## src/rtl/fetch_unit.sv

```systemverilog
// Purpose: instruction fetch stage; one outstanding imem request, {pc, inst} buffered in a small FIFO for decode.
// Latency: request issued 1 cycle after IDLE with a free slot; pushed on response; one instruction per 3 cycles with 1-cycle memory.
// Backpressure: requests issue only while a FIFO slot is free; decode pops with inst_valid/inst_ready. Optional macro FETCH_PERF_CNT_EN adds perf counters.
module fetch_unit #(
  parameter logic [31:0] RESET_PC   = 32'h0000_0000,
  parameter int          FIFO_DEPTH = 4
) (
  input  logic        clk,
  input  logic        rst,
  output logic        imem_req_valid,
  output logic [31:0] imem_req_addr,
  input  logic        imem_req_ready,
  input  logic        imem_rsp_valid,
  input  logic [31:0] imem_rsp_data,
  input  logic        redirect_valid,
  input  logic [31:0] redirect_pc,
  output logic        inst_valid,
  output logic [31:0] inst_data,
  output logic [31:0] inst_pc,
  input  logic        inst_ready
`ifdef FETCH_PERF_CNT_EN
  ,
  output logic [31:0] perf_fetched,
  output logic [31:0] perf_flushed
`endif
);

  localparam int PW = $clog2(FIFO_DEPTH);
  localparam int CW = PW + 1;

  typedef enum logic [1:0] {IDLE, REQ, WAIT, DRAIN} state_t;

  state_t        state, state_nxt;
  logic [31:0]   fetch_pc;
  logic [31:0]   req_pc;
  logic [31:0]   fifo_pc   [FIFO_DEPTH];
  logic [31:0]   fifo_inst [FIFO_DEPTH];
  logic [PW-1:0] wr_ptr, rd_ptr;
  logic [CW-1:0] count;
  logic          accept, push, pop;

  assign imem_req_addr = fetch_pc;
  assign inst_valid    = (count != '0);
  assign inst_data     = fifo_inst[rd_ptr];
  assign inst_pc       = fifo_pc[rd_ptr];
  // A redirect flushes the buffer, so a simultaneous pop must not move the read pointer.
  assign pop           = inst_valid & inst_ready & ~redirect_valid;

  // Next-state and request handshake; redirect overrides normal progress.
  always_comb begin
    state_nxt      = state;
    imem_req_valid = 1'b0;
    accept         = 1'b0;
    push           = 1'b0;
    case (state)
      IDLE: begin
        // Only start a request when a slot is guaranteed for its response.
        if (!redirect_valid && count < CW'(FIFO_DEPTH)) state_nxt = REQ;
      end
      REQ: begin
        imem_req_valid = 1'b1;
        accept         = imem_req_ready;
        if (redirect_valid)      state_nxt = imem_req_ready ? DRAIN : IDLE;
        else if (imem_req_ready) state_nxt = WAIT;
      end
      WAIT: begin
        if (imem_rsp_valid) begin
          state_nxt = IDLE;
          push      = ~redirect_valid;
        end else if (redirect_valid) begin
          state_nxt = DRAIN;
        end
      end
      DRAIN: begin
        // Swallow the response of a request that was accepted before the redirect.
        if (imem_rsp_valid) state_nxt = IDLE;
      end
      default: state_nxt = IDLE;
    endcase
  end

  // State register.
  always_ff @(posedge clk or negedge rst) begin
    if (!rst) state <= IDLE;
    else      state <= state_nxt;
  end

  // Fetch PC advances on accept, reloads word-aligned on redirect; req_pc tags the in-flight request.
  always_ff @(posedge clk or negedge rst) begin
    if (!rst) begin
      fetch_pc <= RESET_PC;
      req_pc   <= RESET_PC;
    end else begin
      if (accept) req_pc <= fetch_pc;
      if (redirect_valid) fetch_pc <= redirect_pc & 32'hFFFF_FFFC;
      else if (accept)    fetch_pc <= fetch_pc + 32'd4;
    end
  end

  // FIFO pointers and occupancy; redirect empties the buffer.
  always_ff @(posedge clk or negedge rst) begin
    if (!rst) begin
      wr_ptr <= '0;
      rd_ptr <= '0;
      count  <= '0;
    end else if (redirect_valid) begin
      wr_ptr <= '0;
      rd_ptr <= '0;
      count  <= '0;
    end else begin
      if (push) wr_ptr <= wr_ptr + 1'b1;
      if (pop)  rd_ptr <= rd_ptr + 1'b1;
      case ({push, pop})
        2'b10:   count <= count + 1'b1;
        2'b01:   count <= count - 1'b1;
        default: count <= count;
      endcase
    end
  end

  // FIFO storage; cleared at reset so the head reads zero before the first push.
  always_ff @(posedge clk or negedge rst) begin
    if (!rst) begin
      for (int i = 0; i < FIFO_DEPTH; i++) begin
        fifo_pc[i]   <= '0;
        fifo_inst[i] <= '0;
      end
    end else if (push) begin
      fifo_pc[wr_ptr]   <= req_pc;
      fifo_inst[wr_ptr] <= imem_rsp_data;
    end
  end

`ifdef FETCH_PERF_CNT_EN
  logic discard;
  assign discard = imem_rsp_valid &
                   ((state == DRAIN) | ((state == WAIT) & redirect_valid));

  // Counts pushed instructions and every instruction thrown away (buffered or in flight).
  always_ff @(posedge clk or negedge rst) begin
    if (!rst) begin
      perf_fetched <= '0;
      perf_flushed <= '0;
    end else begin
      if (push) perf_fetched <= perf_fetched + 32'd1;
      perf_flushed <= perf_flushed
                      + (redirect_valid ? 32'(count) : 32'd0)
                      + (discard ? 32'd1 : 32'd0);
    end
  end
`endif

endmodule

```

## config.mk

```make
export PLATFORM = sky130hd
export DESIGN_NAME = fetch_unit
export DESIGN_NICKNAME = d
export VERILOG_FILES = /design/src/rtl/fetch_unit.sv
export SDC_FILE = /design/constraint.sdc
export NUM_CORES = 1
export LEC_CHECK = 0
export CAP_MARGIN = 20
export CELL_PAD_IN_SITES_DETAIL_PLACEMENT = 2
export CELL_PAD_IN_SITES_GLOBAL_PLACEMENT = 2
export CORE_UTILIZATION = 44
export CTS_BUF_LIST = sky130_fd_sc_hd__clkbuf_8
export CTS_CLUSTER_DIAMETER = 150
export DETAILED_ROUTE_END_ITERATION = 10
export PLACE_DENSITY = 0.95
export SLEW_MARGIN = 20
export SYNTH_ARGS = -nofsm -noshare
export SYNTH_HDL_FRONTEND = slang
export SYNTH_SLANG_ARGS = --single-unit
```

## constraint.sdc

```tcl
create_clock -name clk -period 3.3 [get_ports clk]
set_input_delay 0.66 -clock clk [delete_from_list [all_inputs] [get_ports clk]]
set_output_delay 0.66 -clock clk [all_outputs]
set_load 0.005 [all_outputs]
```

Word level (Yosys, flattened, before mapping)
Index checks and enable logic that the tools add are counted.

Bits in registers: 329. Input port bits: 70. Output and inout port bits: 98. Logic and storage cells: 77.

Add/subtract/negate cells: 5. $lt $le $gt $ge: 4. Equality and inequality tests: 9. Multiplexer cells: 30. Bitwise operators: 5. Reductions and logical operators: 10.

Operator list (count): $bwmux 128 (2); $mux 32 (7); $bmux 32 s2 (2); $demux 32 s2 (1); $add 32x3->32 const B (1); $mux 2 (11); $pmux 2 s4 (1); $eq 2x2->1 const B (3); $ge 3x3->1 const B (2); $ne 3x3->1 const B (2); $not 2->3 (2); $pmux 3 s2 (1); $reduce_bool 2->1 (3); $reduce_bool 3->1 (2); $add 2x1->2 const B (2); $eq 2x1->1 const B (2); $mux 1 (4); $ne 2x2->1 const B (2); $reduce_and 4->1 (1); $add 3x1->3 const B (1); $lt 3x1->1 const B (1); $lt 3x3->1 const B (1); $mux 3 (1); $sub 3x1->3 const B (1); other kinds (5) (7).

Longest topological paths before layout
Depth in word-level cells: 6. Mapped depth: 8.

Least setup slack after synthesis
OpenSTA, ideal clock, no wires.

Path kind: reg2out. From: register rd_ptr[0]. To: output inst_data[10]. Data arrival time: 1.536 ns. Slack: 1.104 ns. Stages on the path, launching flop included: 4. Buffers on the path: 2. Path through: dfrtp_1 clkbuf_1 buf_2 mux4_2.

Cells in the longest elaborated chain, start to end: 4.

RTL lines: start, declared (RTL line 38) `logic [PW-1:0] wr_ptr, rd_ptr;`; start signal, assigned (RTL line 112) `if (pop) rd_ptr <= rd_ptr + 1'b1;`; $not 2->3 (not written as such) (RTL line 44) `assign inst_data = fifo_inst[rd_ptr];`; $bmux 32 s2 (RTL line 44); $mux 32 (not written as such) (2 in series) (RTL line 44); end, declared (RTL line 18) `output logic [31:0] inst_data,`.

No other way between the ends. The select of a mux whose other input is x is not followed.

Worst setup path after layout
From: register rd_ptr[1]. To: output inst_pc[26].

Cells in the longest elaborated chain, start to end: 4.

RTL lines: $not 2->3 (not written as such) (RTL line 45) `assign inst_pc = fifo_pc[rd_ptr];`; $bmux 32 s2 (RTL line 45); $mux 32 (not written as such) (2 in series) (RTL line 45); end, declared (RTL line 19) `output logic [31:0] inst_pc,`.

No other way between the ends. The select of a mux whose other input is x is not followed.

==> results by stage <==
Detailed routing:
- The count of nets left with antenna violations once routing finished came out at 0.
- The total number of vias is 9,241.
- The final layout contains routed wiring with a total length of 42,800 um.
- The detail-routed net length per standard cell is 26.6 um.
- The length of the first detailed-routing pass in iterations is 4.
- The wire length on met3 is 1510 um.
- The sum of met2 wire segment lengths after detailed routing is 22,500 um.
- After detailed routing, the number of vias per cell comes to 5.74.
- In the routed design, unresolved DRC markers number 0.
- In this run, the number of DRC markers left after iteration 0 of detailed routing was 364.
- The top routing layer in use is met4.
- The detailed router put a total of 17,700 um of wire on met1.

Setup path:
- Data on the critical path arrives at its endpoint at 2570 ps.
- The worst register-to-register path ends at fifo_inst[69]$_DFFE_PN0P_.
- The setup path with the least slack is of type register to output port.
- The nature of the critical path endpoint is an output port.
- The largest fanout on the critical path is 28.
- The setup slack on the worst flop-to-flop path is 890 ps.
- The worst register-to-register path has a depth of 5.
- In this run the worst setup path begins at rd_ptr[1]$_DFFE_PN0P_.
- Following the worst setup path forward leads to its endpoint at inst_pc[26].
- The startpoint type of the worst setup path is a register.
- The worst flop-to-flop path startpoint is state[0]$_DFFE_PN0P_.
- The data required time at the worst endpoint is 2640 ps.

Worst hold path:
- The worst hold path belongs to the class input pin to async pin.

Synthesis:
- Among all flip-flop cells after synthesis, the most frequent one is dfrtp_1.
- Synthesis produced 984 cells.
- After synthesis, the netlist uses 46 different library cells.
- The fraction of synthesis flops using an asynchronous set or reset pin is 1.00.
- The share of the yosys chip area belonging to registers is 0.563.
- The synthesized area per cell is 14.3 um2.
- The count of flip-flops with a built-in enable after synthesis is 0.
- The post-synthesis instance area is 14,100 um2.
- The count of warnings emitted by yosys is 0.
- The synthesized design contains 317 register bits.

CTS:
- The tree built by TritonCTS fans out to 317 sinks.
- The worst-case clock buffer depth is 3.
- Clock-pin slew was measured on the worst setup and hold paths at 60 ps.
- After clock tree synthesis, the flow added hold-fix buffers numbering 0.
- The total number of H-tree levels is 2.
- The latest clock arrival within the worst-skew pair is 590 ps.
- The root buffer cell chosen for the clock tree is clkbuf_8.
- Counting the buffers created by CTS gives 54.
- TritonCTS built the clock tree.
- The number of resized instances in the post-cts repair step is 0.

Floorplanning:
- The die covers 32,800 um2.
- Measured along the y axis, the die boundary spans 181 um.
- The number of placement rows is 65.
- For this design the top-level I/O count stands at 168.
- The placeable core region is 31,600 um2.
- The die is 181 um wide.
- For this configuration, the core starts out at a cell density of 0.447.

GRT:
- The overflow left after global routing is 0.
- The initial antenna violation count is 0.
- The via count of the first global-routing pass is 11,000.
- For this run, the total global-route usage over all layers was measured as 0.270.
- The wire length of the first global-routing pass is 67,700 um.
- Entering global routing, the biggest net connects 93 pins.

Layout:
- The area added between synthesis and finish is 23.2%.
- The number of antenna diodes in the final layout is 0.
- The most common library cell in the layout ignoring fill and taps is dfrtp_1.
- The fraction of final layout cells with drive strength greater than 1 is 0.356.
- After the last flow step, the layout net total stands at 1,246.
- In the layout the commonest cells are 315 x dfrtp_1, 249 x mux2_2, 160 x clkdlybuf4s50_1.

STA:
- The final sum of negative setup slack is 0 ps.
- The worst-case headroom to the max-slew limit is 0.490.
- The maximum achievable frequency is 0.310 GHz.
- Hold is met by 110 ps.
- Setup repair after global routing left no endpoint under its margin.
- The worst path in the final design needs a cycle of 3230 ps, including I/O delays and setup.
- The final number of setup-violating endpoints is 0.
- The total count of max-transition violations in the final report is 0.
- Of the available clock period, the critical path in the final layout requires 0.979.
- The setup clock skew after layout is 33.9 ps.
- The final-report hold violation count is 0.
- The transition at the pin with the smallest max-transition slack is 765 ps.

Pwr:
- The cell area power density is 765 nW/um2.
- The analysis attributes to cell leakage a power of 8.10 nW.
- IR analysis of the VDD net gives a maximum drop of 0.300 mV.

Placement:
- The HPWL after detailed placement is 25,900 um.
- At the end of routability-driven placement, the weighted congestion stood at 0.795.
- During placement, the flow inserted port buffers numbering 161.

Job:
- The max-cap violation count is 0.

Outcome:
- The flow ran to the end, and the final reports show no timing, DRC or antenna violations.
[Yosys cell counts (6+ instances only)]
| library cell | number | area share |
|---|---|---|
| a31oi_1 | 16 | 0.0071 |
| nand3_1 | 9 | 0.0032 |
| mux4_2 | 62 | 0.099 |
| buf_2 | 33 | 0.012 |
| nand2_1 | 105 | 0.028 |
| o31ai_1 | 13 | 0.0069 |
| or4_1 | 13 | 0.0069 |
| mux2_2 | 249 | 0.20 |
| clkbuf_1 | 19 | 0.0051 |
| inv_1 | 10 | 0.0027 |
| xnor2_1 | 13 | 0.0081 |
| and3_1 | 7 | 0.0031 |
| dfrtp_1 | 317 | 0.56 |
| o21ai_0 | 22 | 0.0078 |
| nor2_1 | 23 | 0.0061 |
| nor3_1 | 7 | 0.0025 |
| nand4_1 | 6 | 0.0027 |
[sequential cells by signal (all words and copies together), names as in the netlist]
signal	cells
fifo_inst	128
fifo_pc	120
imem_req_addr	30
req_pc	30
count	3
rd_ptr	2
state	2
wr_ptr	2
[per-stage QoR]
step	utilization	cell area (um2)	power, mW	cells	setup WS [ps]
after floorplan	-	14100	7.37	987	1100
after global placement	0.514	16200	9.19	1509	493
after detailed placement	0.514	16200	9.57	1509	401
after CTS	0.549	17300	13.4	1605	26.1
after global routing	0.550	17400	13.9	1611	15.2
final	0.550	17400	13.3	1611	70.3
[metal layers]
| layer | global-route usage | up-vias |
|---|---|---|
| met4 | 0.0780 | 0 |
| met2 | 0.485 | 261 |
| met5 | 0 | - |
| met3 | 0.0361 | 81 |
| met1 | 0.340 | 4925 |
| li1 | - | 3974 |
[power by group]
group | switching [mW] | internal, mW | leakage (nW)
combinational | 1.63 | 2.46 | 3.27
sequential | 0.883 | 4.73 | 4.20
clock | 1.64 | 1.93 | 0.631
[how the worst min path moves through the flow]
stage,start,endpoint,slack [ps],depth (start not counted)
floorplan,rst,count[0]$_DFFE_PN0P_,360,0
global placement,fifo_pc[44]$_DFFE_PN0P_,fifo_pc[44]$_DFFE_PN0P_,480,1
detailed placement,fifo_inst[103]$_DFFE_PN0P_,fifo_inst[103]$_DFFE_PN0P_,490,1
CTS,rst,fifo_inst[124]$_DFFE_PN0P_,130,1
global route,rst,fifo_inst[60]$_DFFE_PN0P_,130,1
finish,rst,fifo_inst[28]$_DFFE_PN0P_,110,1
[layout make-up]
type	instances	area (um2)
multi-input cells	598	5860
well taps	402	503
inverters	10	37.5
fillers	2896	14200
repair buffers	189	1950
clock inverters	23	93.8
clock buffers	72	991
flip-flops and latches	317	7940
[critical path: stages (launching register included)]
cell,delay (ps)
dfrtp_4,770
buf_4,340
mux4_2,380
clkdlybuf4s50_1,480
[timing repair]
item,CTS,global route
endpoints found under the setup margin,46,1
buffers inserted,1,6
pin swaps,0,0
[cells by family (layout without fill, tap and decap cells)]
group / count (synthesis) / in the layout / synth area share
adder cells (fa/ha/maj): 6 / 6 / 0.00586
flip-flops: 317 / 317 / 0.563
multiplexers: 314 / 314 / 0.300
buffers and inverters: 72 / 294 / 0.0240
AND/OR/NAND/NOR: 202 / 202 / 0.0722
XOR/XNOR: 17 / 17 / 0.0106
other: 1 / 4 / 0.000266
AO/OA/AOI/OAI: 55 / 55 / 0.0242
(Power assumes the default switching activity.)
